===== config.mk =====
export PLATFORM = sky130hd
export DESIGN_NAME = range_seq_driver
export DESIGN_NICKNAME = d
export VERILOG_FILES = /design/src/rtl/range_pkg.sv /design/src/rtl/range_seq_driver_sample_buffer.sv /design/src/rtl/range_seq_driver.sv
export SDC_FILE = /design/constraint.sdc
export NUM_CORES = 1
export LEC_CHECK = 0
export BUFFER_PORTS_ARGS = -buffer_cell sky130_fd_sc_hd__buf_2
export CORE_ASPECT_RATIO = 1.4
export CORE_UTILIZATION = 55
export CTS_CLUSTER_DIAMETER = 100
export DETAILED_ROUTE_END_ITERATION = 12
export PLACE_DENSITY = 0.74
export SYNTH_ARGS = -nofsm -noshare
export SYNTH_HDL_FRONTEND = slang
export SYNTH_SLANG_ARGS = --single-unit

===== constraint.sdc =====
create_clock -name clock -period 6.1 [get_ports clock]
set_input_delay 1.83 -clock clock [delete_from_list [all_inputs] [get_ports clock]]
set_output_delay 1.83 -clock clock [all_outputs]
set_load 0.01 [all_outputs]

===== src/rtl/range_pkg.sv =====
// Shared definitions for the range-finder stimulus driver and its datapath.
package range_pkg;

    // Sequencer states of the initiator.
    typedef enum logic [1:0] {
        IDLE = 2'd0,
        SEND = 2'd1,
        DONE = 2'd2
    } drv_state_t;

    // Sample / range width shared with the range finder datapath.
    localparam int RANGE_WIDTH = 8;

endpackage


===== src/rtl/range_seq_driver_sample_buffer.sv =====
// Sample store: one synchronous write port, one combinational read port.
// Storage is deliberately not reset; only the owner's count says what is valid.
module sample_buffer #(
    parameter int WIDTH = 8,
    parameter int DEPTH = 16,
    localparam int AW = $clog2(DEPTH)
) (
    input  logic             clock,
    input  logic             we_i,
    input  logic [AW-1:0]    waddr_i,
    input  logic [WIDTH-1:0] wdata_i,
    input  logic [AW-1:0]    raddr_i,
    output logic [WIDTH-1:0] rdata_o
);

    logic [WIDTH-1:0] mem_q [DEPTH];

    // Write the addressed entry when enabled.
    always_ff @(posedge clock) begin
        if (we_i) begin
            mem_q[waddr_i] <= wdata_i;
        end
    end

    assign rdata_o = mem_q[raddr_i];

endmodule


===== src/rtl/range_seq_driver.sv =====
// Initiator of the go/finish range protocol. Buffers samples while idle,
// replays them as one sequence on start, then compares the responder's range
// with the locally tracked max - min.
//
// Handshake: there is no back-pressure. A sequence is go (first word) followed
// by one word per cycle up to finish (last word); range_in is sampled only in
// the finish cycle. start/wr_en/clear are accepted in IDLE only and are
// dropped (never queued) while busy.
module range_seq_driver
    import range_pkg::*;
#(
    parameter int WIDTH = RANGE_WIDTH,
    parameter int DEPTH = 16,
    localparam int AW = $clog2(DEPTH)
) (
    input  logic             clock,
    input  logic             reset,
    input  logic             wr_en,
    input  logic [WIDTH-1:0] wr_data,
    input  logic             clear,
    input  logic             start,
    input  logic [WIDTH-1:0] range_in,
    output logic             go,
    output logic             finish,
    output logic [WIDTH-1:0] data_out,
    output logic             busy,
    output logic             done,
    output logic [AW:0]      count,
    output logic             full,
    output logic             len_error,
    output logic [WIDTH-1:0] range_captured,
    output logic [WIDTH-1:0] expected_range,
    output logic             mismatch,
    output drv_state_t       state_dbg
);

    localparam int CW = AW + 1;

    drv_state_t       state_q, state_d;
    logic [AW:0]      count_q;
    logic [AW-1:0]    rd_ptr_q;
    logic [WIDTH-1:0] run_max_q, run_min_q;
    logic [WIDTH-1:0] range_captured_q, expected_range_q;
    logic             mismatch_q;
    logic             len_error_q;

    logic             in_idle, in_send, at_last;
    logic             accept_start, refuse_start, wr_fire;
    logic [WIDTH-1:0] buf_rdata, hi_val, lo_val, final_range;

    assign in_idle = (state_q == IDLE);
    assign in_send = (state_q == SEND);
    assign full    = (count_q == CW'(DEPTH));
    assign at_last = ({1'b0, rd_ptr_q} == (count_q - CW'(1)));

    // A 1-word sequence would need go and finish together, so it is refused.
    assign accept_start = in_idle && start && (count_q >= CW'(2));
    assign refuse_start = in_idle && start && (count_q <  CW'(2));
    // An accepted start freezes the buffer so the replayed length is the one
    // seen at launch.
    assign wr_fire = in_idle && !clear && wr_en && !full && !accept_start;

    sample_buffer #(
        .WIDTH (WIDTH),
        .DEPTH (DEPTH)
    ) u_buf (
        .clock   (clock),
        .we_i    (wr_fire),
        .waddr_i (count_q[AW-1:0]),
        .wdata_i (wr_data),
        .raddr_i (rd_ptr_q),
        .rdata_o (buf_rdata)
    );

    // Running extrema including the word on the bus this cycle.
    assign hi_val      = (buf_rdata > run_max_q) ? buf_rdata : run_max_q;
    assign lo_val      = (buf_rdata < run_min_q) ? buf_rdata : run_min_q;
    assign final_range = hi_val - lo_val;

    // Next-state selection for the IDLE -> SEND -> DONE loop.
    always_comb begin
        state_d = state_q;
        case (state_q)
            IDLE:    if (accept_start) state_d = SEND;
            SEND:    if (at_last)      state_d = DONE;
            DONE:    state_d = IDLE;
            default: state_d = IDLE;
        endcase
    end

    // State register.
    always_ff @(posedge clock or posedge reset) begin
        if (reset) state_q <= IDLE;
        else       state_q <= state_d;
    end

    // Fill level: cleared or appended only while idle and not launching.
    always_ff @(posedge clock or posedge reset) begin
        if (reset) begin
            count_q <= '0;
        end else if (in_idle && !accept_start) begin
            if (clear)        count_q <= '0;
            else if (wr_fire) count_q <= count_q + CW'(1);
        end
    end

    // Read pointer walks the buffer once per SEND cycle.
    always_ff @(posedge clock or posedge reset) begin
        if (reset) begin
            rd_ptr_q <= '0;
        end else if (accept_start) begin
            rd_ptr_q <= '0;
        end else if (in_send) begin
            rd_ptr_q <= at_last ? '0 : rd_ptr_q + AW'(1);
        end
    end

    // Min/max tracker, seeded by the go word.
    always_ff @(posedge clock or posedge reset) begin
        if (reset) begin
            run_max_q <= '0;
            run_min_q <= '0;
        end else if (in_send) begin
            if (rd_ptr_q == '0) begin
                run_max_q <= buf_rdata;
                run_min_q <= buf_rdata;
            end else begin
                run_max_q <= hi_val;
                run_min_q <= lo_val;
            end
        end
    end

    // Checker: capture the responder at finish, hold the verdict until next start.
    always_ff @(posedge clock or posedge reset) begin
        if (reset) begin
            range_captured_q <= '0;
            expected_range_q <= '0;
            mismatch_q       <= 1'b0;
        end else if (accept_start) begin
            mismatch_q <= 1'b0;
        end else if (in_send && at_last) begin
            range_captured_q <= range_in;
            expected_range_q <= final_range;
            mismatch_q       <= (range_in != final_range);
        end
    end

    // One-cycle pulse for a refused start.
    always_ff @(posedge clock or posedge reset) begin
        if (reset) len_error_q <= 1'b0;
        else       len_error_q <= refuse_start;
    end

    // Protocol outputs are forced low outside SEND.
    assign data_out       = in_send ? buf_rdata : '0;
    assign go             = in_send && (rd_ptr_q == '0);
    assign finish         = in_send && at_last;
    assign busy           = !in_idle;
    assign done           = (state_q == DONE);
    assign count          = count_q;
    assign len_error      = len_error_q;
    assign range_captured = range_captured_q;
    assign expected_range = expected_range_q;
    assign mismatch       = mismatch_q;
    assign state_dbg      = state_q;

endmodule


### Word-level counts from Yosys, hierarchy flattened

Memories as Yosys holds them, arrays and structs flattened.
Index checks and enable logic that the tools add are counted.

* $add $sub $neg: 4
* $lt $le $gt $ge: 4
* equal/unequal tests: 7
* muxes and demuxes: 17
* bitwise gates (word level): 1
* reductions and logical operators: 22

Operators with widths (number)
* 8-bit 2-to-1 mux: 5
* 4-bit 2-to-1 mux: 3
* 1-bit logical AND: 10
* 5-bit 2-to-1 mux: 2
* 8-bit greater-than comparator: 1
* 8-bit < comparator: 1
* 8-bit != test: 1
* 8-bit subtractor: 1
* 2-bit AND reduction: 3
* 2-bit nonzero test: 3
* 5-bit by 1-bit adder with 5-bit output, second input constant: 1
* 4-bit by 5-bit == test with 1-bit output: 1
* 5-bit == test, second input constant: 1
* 5-bit by 2-bit >= comparator with 1-bit output, second input constant: 1
* 5-bit by 2-bit < comparator with 1-bit output, second input constant: 1
* 5-bit by 1-bit subtractor with 5-bit output, second input constant: 1
* 4-bit by 1-bit adder with 4-bit output, second input constant: 1
* 1-bit zero test: 4
* 4-bit zero test: 1
* 1-bit 2-to-1 mux: 4
* 2-bit 2-to-1 mux: 2
* 2-bit by 1-bit != test with 1-bit output, second input constant: 2
* 2-bit case mux with 2 select lines: 1
* 2-bit by 1-bit == test with 1-bit output, second input constant: 1
* other kinds (3): 3

* bits in registers: 45
* RAM bits: 128
* input bits: 21
* output and inout port bits: 38
* logic and storage cells: 65
* memories: 1

Memories
* u_buf.mem_q: depth 16, bits a word 8, read ports 1, clocked after memory_dff 0, wr ports 1, line range_seq_driver_sample_buffer.sv:16 `logic [WIDTH-1:0] mem_q [DEPTH];`

### Logic depth before layout (Yosys ltp)

* word-level depth: 7
* depth in mapped cells: 23
* mapped depth without buffers: 20

### Modules after synthesis

Synthesis repeated with hierarchy kept, for this count alone.

* cell total of the unflattened synthesis: 643
* area, all modules: 8505.7 um2

By module, submodules not included
* sample_buffer: times used 1, cells an instance 221, area each 4987.3 um2, sequential area each 3843.7 um2
* range_seq_driver: times used 1, cells an instance 422, area each 3518.4 um2, sequential area each 1126.1 um2

### Worst setup path after synthesis

OpenSTA, ideal clock, no wires.

* kind: register to register
* start point: reg rd_ptr_q[1]
* end point: reg mismatch_q (netlist: mismatch)
* setup time: 0.082 ns
* arrival: 5.208 ns
* data required time: 6.018 ns
* path slack: 0.811 ns
* stages on the path, launching flop included: 24
* buffers on the path: 5
* clock period less this slack: 5.289 ns
* cell sequence: dfrtp_1 -> buf_6 -> buf_2 -> buf_2 -> buf_1 -> mux4_2 -> mux4_2 -> ha_1 -> a21o_1 -> a22oi_1 -> a31oi_1 -> o21ai_1 -> clkbuf_1 -> mux2_1 -> ha_1 -> inv_1 -> ha_1 -> a21oi_2 -> a221oi_2 -> maj3_2 -> a21oi_2 -> xor2_2 -> xor2_1 -> a31oi_1

* cells in the longest elaborated chain, start to end: 7
* elaborated cells on any way between the ends: 12
* those cells by class: add/sub: 1; order compare: 2; eq/ne: 2; mux: 4; reduce/logical: 2; memory: 1

Ends and longest elaborated chain
* start, declared: line range_seq_driver.sv:41 `logic [AW-1:0] rd_ptr_q;`
* start signal, assigned: line range_seq_driver.sv:114 `rd_ptr_q <= at_last ? '0 : rd_ptr_q + AW'(1);`
* memory 16 x 8 bit
* 8-bit greater-than comparator or 8-bit < comparator (tied branches): line range_seq_driver.sv:76, range_seq_driver.sv:77
* 8-bit 2-to-1 mux, on equally long branches: line range_seq_driver.sv:76, range_seq_driver.sv:77
* 8-bit subtractor: line range_seq_driver.sv:78 `assign final_range = hi_val - lo_val;`
* 8-bit != test: line range_seq_driver.sv:145 `mismatch_q <= (range_in != final_range);`
* 1-bit 2-to-1 mux: line range_seq_driver.sv:142 `end else if (in_send && at_last) begin`
* 1-bit 2-to-1 mux: line range_seq_driver.sv:140 `end else if (accept_start) begin`
* end signal, assigned: line range_seq_driver.sv:145
* end, declared: line range_seq_driver.sv:44 `logic mismatch_q;`

Parallel ways exist; a longest one is shown, timed or not. The select of a mux whose other input is x is not followed.
A chain may end at the register's enable or synchronous reset.

### Final worst setup path

* start point: reg rd_ptr_q[0]
* end point: reg mismatch_q (netlist: mismatch)

Same word-level chain as after synthesis.

==> results.md <==
Run status:
- The run finished with clean final reports.

Logic synthesis:
- The synthesized design contains 173 register bits.
- The post-synth design cell area is 8150 um^2.
- In this run, synthesis inferred 128 flip-flops with an integrated enable.
- Counting instances in the post-synthesis netlist gives the leading cell types as 128 x sky130_fd_sc_hd__edfxtp_1, 60 x sky130_fd_sc_hd__nand2_1, 45 x sky130_fd_sc_hd__dfrtp_1.
- The distinct cell type count after synthesis is 57.
- The number of nets in the synthesized netlist is 613.
- The dominant synthesized flop cell is sky130_fd_sc_hd__edfxtp_1.
- The largest total area in the synthesized netlist belongs to sky130_fd_sc_hd__edfxtp_1.
- The average size of a mapped cell is 14.4 um^2.
- During synthesis, Yosys emitted a total of 0 warnings.
- sky130_fd_sc_hd__edfxtp_1 is the most common cell in the netlist.
- After synthesis, the largest area contributor takes up 47.2% of total cell area.
- The cell count after synthesis came out at 567.
- The post-synthesis sequential area ratio is 61.0%.
- The fraction of registers with async set or reset after synthesis is 26.0%.
- Sorting the synthesized cells by area gives the leading types as sky130_fd_sc_hd__edfxtp_1 47%, sky130_fd_sc_hd__dfrtp_1 14%, sky130_fd_sc_hd__mux4_2 8.8%, sky130_fd_sc_hd__ha_1 3.8%, sky130_fd_sc_hd__nand2_1 2.8%.

Floorplan:
- The die is 105 um wide.
- For this design the top-level I/O count stands at 59.
- For this configuration, the core starts out at a cell density of 56.4%.
- In this run the vertical extent of the chip is 146 um.
- After floorplanning, the core was sized to cover 14,400 um^2.
- Row generation in the floorplan step produced 52 rows.
- The area of the die is 15,300 um^2.

Drt:
- The detailed-router iteration count before antenna repair is 7.
- The vias after detailed routing is 4,872.
- The residual antenna-violating net count after detailed routing is 0.
- The average wire per cell in the routed design is 21.5 um.
- The routed design has 17,900 um of wire.
- The DRC violation total after the first TritonRoute iteration is 439.
- The total DRC errors in the routed layout is 0.
- The via density per instance is 5.86.

Place:
- Including well taps, the total number of placed cells is 799.
- The routability congestion estimate from global placement is 0.831.
- The final HPWL from detailed placement is 11,900 um.
- Input and output buffers added on the ports amount to 58.

Power and ir drop:
- The combinational group share of total power is 1.2%.
- For this design the total switching power over the nets is 0.468 mW.
- The net switching fraction of the power is 19.5%.
- The highest ir drop seen on vdd is 0.000201 V.
- The internal power is 1.93 mW.
- The proportion of power drawn by flip-flops and latches is 52.7%.
- The share of total power in the clock network is 46.1%.
- The final total power is 2.40 mW.
- In this run the power density over the cells is 260 nW/um^2.
- The analysis attributes to cell leakage a power of 3.57 nW.

Timing:
- The final setup violation count is 0.
- The headroom to the max-slew limit is 33.6%.
- The highest clock rate is 189 MHz.
- The final clock period utilization by the worst path is 86.7%.
- Setup repair after global routing left no endpoint under its margin.
- The worst path in the final design needs a cycle of 5290 ps, including I/O delays and setup.
- The number of hold-slack violations in the final timing report is 0.
- Across the routed clock network, the largest skew measured is 10.5 ps.
- The summed negative setup slack over all endpoints is 0 ps.
- At the pin with the least slew margin, the transition time is 992 ps.
- The number of max-slew violations in the final report came to 0.

Clock tree:
- The cell sitting at the root of the clock tree is a sky130_fd_sc_hd__clkbuf_16.
- The buffer depth of the longest clock path is 2.
- The quantity of hold-fixing buffers added after cts is 0.
- The clock tree from TritonCTS is yes.
- The number of gates resized after CTS was 0.
- The H-tree depth is 4.
- The sink count of the clock tree is 173.
- Buffers inserted during clock tree synthesis total 17.
- The register clock-pin slew on the reported worst setup and hold paths is 60 ps.
- The post-CTS setup buffer count is 0.
- The latest clock arrival within the worst-skew pair is 420 ps.

Global routing:
- The global-route congestion overflow total is 0.
- The first global-routing pass estimated 27,900 um of wire.
- The via count of the first global-routing pass is 5,104.
- The initial antenna violation count is 0.
- The overall fraction of global-route tracks in use is 24.8%.
- The pin count of the biggest net entering global routing is 46.

Final layout:
- At the end of the flow, the number of nets in the layout was 675.
- Cells fill 63.8% of the core in the end.
- The number of non-filler instances in the completed layout is 831.
- The fraction of final layout cells with drive strength greater than 1 is 25.5%.
- The relative area change from synthesis to final layout is 13.1%.
- After filler insertion, the fill cell instance count of the layout stands at 1,069.
- The number of antenna diodes in the final layout is 0.

Critical path:
- The biggest fanout along the worst timing path is 26.
- The critical path class is register to register.
- The worst reg2reg path startpoint is rd_ptr_q[0]$_DFFE_PP0P_.
- The required time of the critical path is 6400 ps.
- The worst endpoint data arrival time is 5590 ps.
- Counting cells, the worst reg-to-reg path comes to 19.
- The worst setup path is launched from a register.
- The worst setup path is captured at a register.
- In this run the worst setup path begins at rd_ptr_q[0]$_DFFE_PP0P_.

Job:
- The count of maximum capacitance violations is 0.

Min path:
- The worst hold path begins at range_captured[4]$_DFFE_PP0P_.
- The number of instances on the worst hold path is 2.
- The class of the tightest hold or removal check is register to register.
-- layout by cell type, fill, tap and decap left out, types with 6 or more instances in the layout --
cell type and n:
sky130_fd_sc_hd__and2_1 15, sky130_fd_sc_hd__nor2_1 24, sky130_fd_sc_hd__mux2_2 15, sky130_fd_sc_hd__a21o_1 6, sky130_fd_sc_hd__mux2i_1 6, sky130_fd_sc_hd__edfxtp_1 128
sky130_fd_sc_hd__dfrtp_1 44, sky130_fd_sc_hd__nand3_1 10, sky130_fd_sc_hd__inv_1 27, sky130_fd_sc_hd__mux4_2 32, sky130_fd_sc_hd__buf_2 58, sky130_fd_sc_hd__nand2b_1 6
sky130_fd_sc_hd__nor2b_1 6, sky130_fd_sc_hd__nand2_1 60, sky130_fd_sc_hd__ha_1 25, sky130_fd_sc_hd__a22oi_1 7, sky130_fd_sc_hd__a21oi_1 15, sky130_fd_sc_hd__buf_4 6
sky130_fd_sc_hd__xor2_1 11, sky130_fd_sc_hd__xnor2_1 18, sky130_fd_sc_hd__clkbuf_16 17, sky130_fd_sc_hd__o21ai_0 20
-- sequential cells by signal (all words and copies together) (netlist names) --
register and cells:
u_buf.mem_q 128, expected_range 8, mismatch 1, state_dbg 2
rd_ptr_q 4, run_max_q 8, count 5, run_min_q 8
range_captured 8, len_error 1
-- path summary, 6_finish.rpt --
| kind | to | slack [ps] |
|---|---|---|
| worst max register to register | mismatch$_DFFE_PP0P_ | 810 |
| worst min-delay path | range_captured[4]$_DFFE_PP0P_ | 470 |
| max in group asynchronous | rd_ptr_q[0]$_DFFE_PP0P_ | 3820 |
| worst max-delay path | mismatch$_DFFE_PP0P_ | 810 |
| worst min register to register | range_captured[4]$_DFFE_PP0P_ | 470 |
| min in group asynchronous | state_dbg[1]$_DFFE_PP0P_ | 1620 |
-- layout make-up --
class,count,area (um^2),share of cell area (%)
clock buffers,19,443,4.81
clock inverters,13,163,1.76
inverters,29,109,1.18
multi-input cells,343,2940,31.9
flip-flops and latches,173,4970,53.9
well taps,189,236,2.57
repair buffers,65,355,3.86
-- power groups by stage --
stage | Sequential, mW | Combinational, mW | Clock (mW)
floorplan | 1.29 | 0.00738 | 0
global placement | 1.29 | 0.0268 | 0
detailed placement | 1.29 | 0.0285 | 0
CTS | 1.26 | 0.0286 | 1.12
global route | 1.26 | 0.0311 | 1.16
finish | 1.27 | 0.0279 | 1.11
-- metal layers --
| layer | global-route usage (%) | wire length (um) | vias up |
|---|---|---|---|
| li1 | - | - | 2235 |
| met1 | 28.2 | 6620 | 2427 |
| met2 | 44.7 | 9800 | 166 |
| met3 | 5.09 | 821 | 44 |
| met4 | 11.5 | 617 | 0 |
| met5 | 0 | 0 | - |
-- critical path: stages, from the launching register on --
cell	delay, ps
sky130_fd_sc_hd__dfrtp_2	640
sky130_fd_sc_hd__buf_12	270
sky130_fd_sc_hd__mux4_2	520
sky130_fd_sc_hd__mux4_2	580
sky130_fd_sc_hd__ha_1	360
sky130_fd_sc_hd__a21oi_1	160
sky130_fd_sc_hd__o21a_1	160
sky130_fd_sc_hd__o21a_1	150
sky130_fd_sc_hd__o41a_1	150
sky130_fd_sc_hd__buf_4	240
sky130_fd_sc_hd__mux2i_4	340
sky130_fd_sc_hd__xor2_1	120
sky130_fd_sc_hd__ha_1	220
sky130_fd_sc_hd__a21oi_2	170
sky130_fd_sc_hd__xnor3_1	460
sky130_fd_sc_hd__xor2_1	170
sky130_fd_sc_hd__nor4_2	140
sky130_fd_sc_hd__nand3_1	100
sky130_fd_sc_hd__nor2_1	110
sky130_fd_sc_hd__a31oi_1	80
-- per-stage QoR --
stage               hold WS (ps)  setup slack (ps)  instance area, um^2
finish                       472               809                 9220
CTS                          476               770                 9220
global placement             452               924                 8610
global route                 508               433                 9220
detailed placement           460               810                 8610
floorplan                    479               811                 8150
-- cells by family after synthesis --
kind of cell / synth area share (%)
compound gates: 6.80
simple gates: 8.49
fa+ha+maj: 4.10
mux: 13.1
xor+xnor: 3.59
flops: 61.0
buf+inv: 2.95
Power figures use the tool's default switching activity.
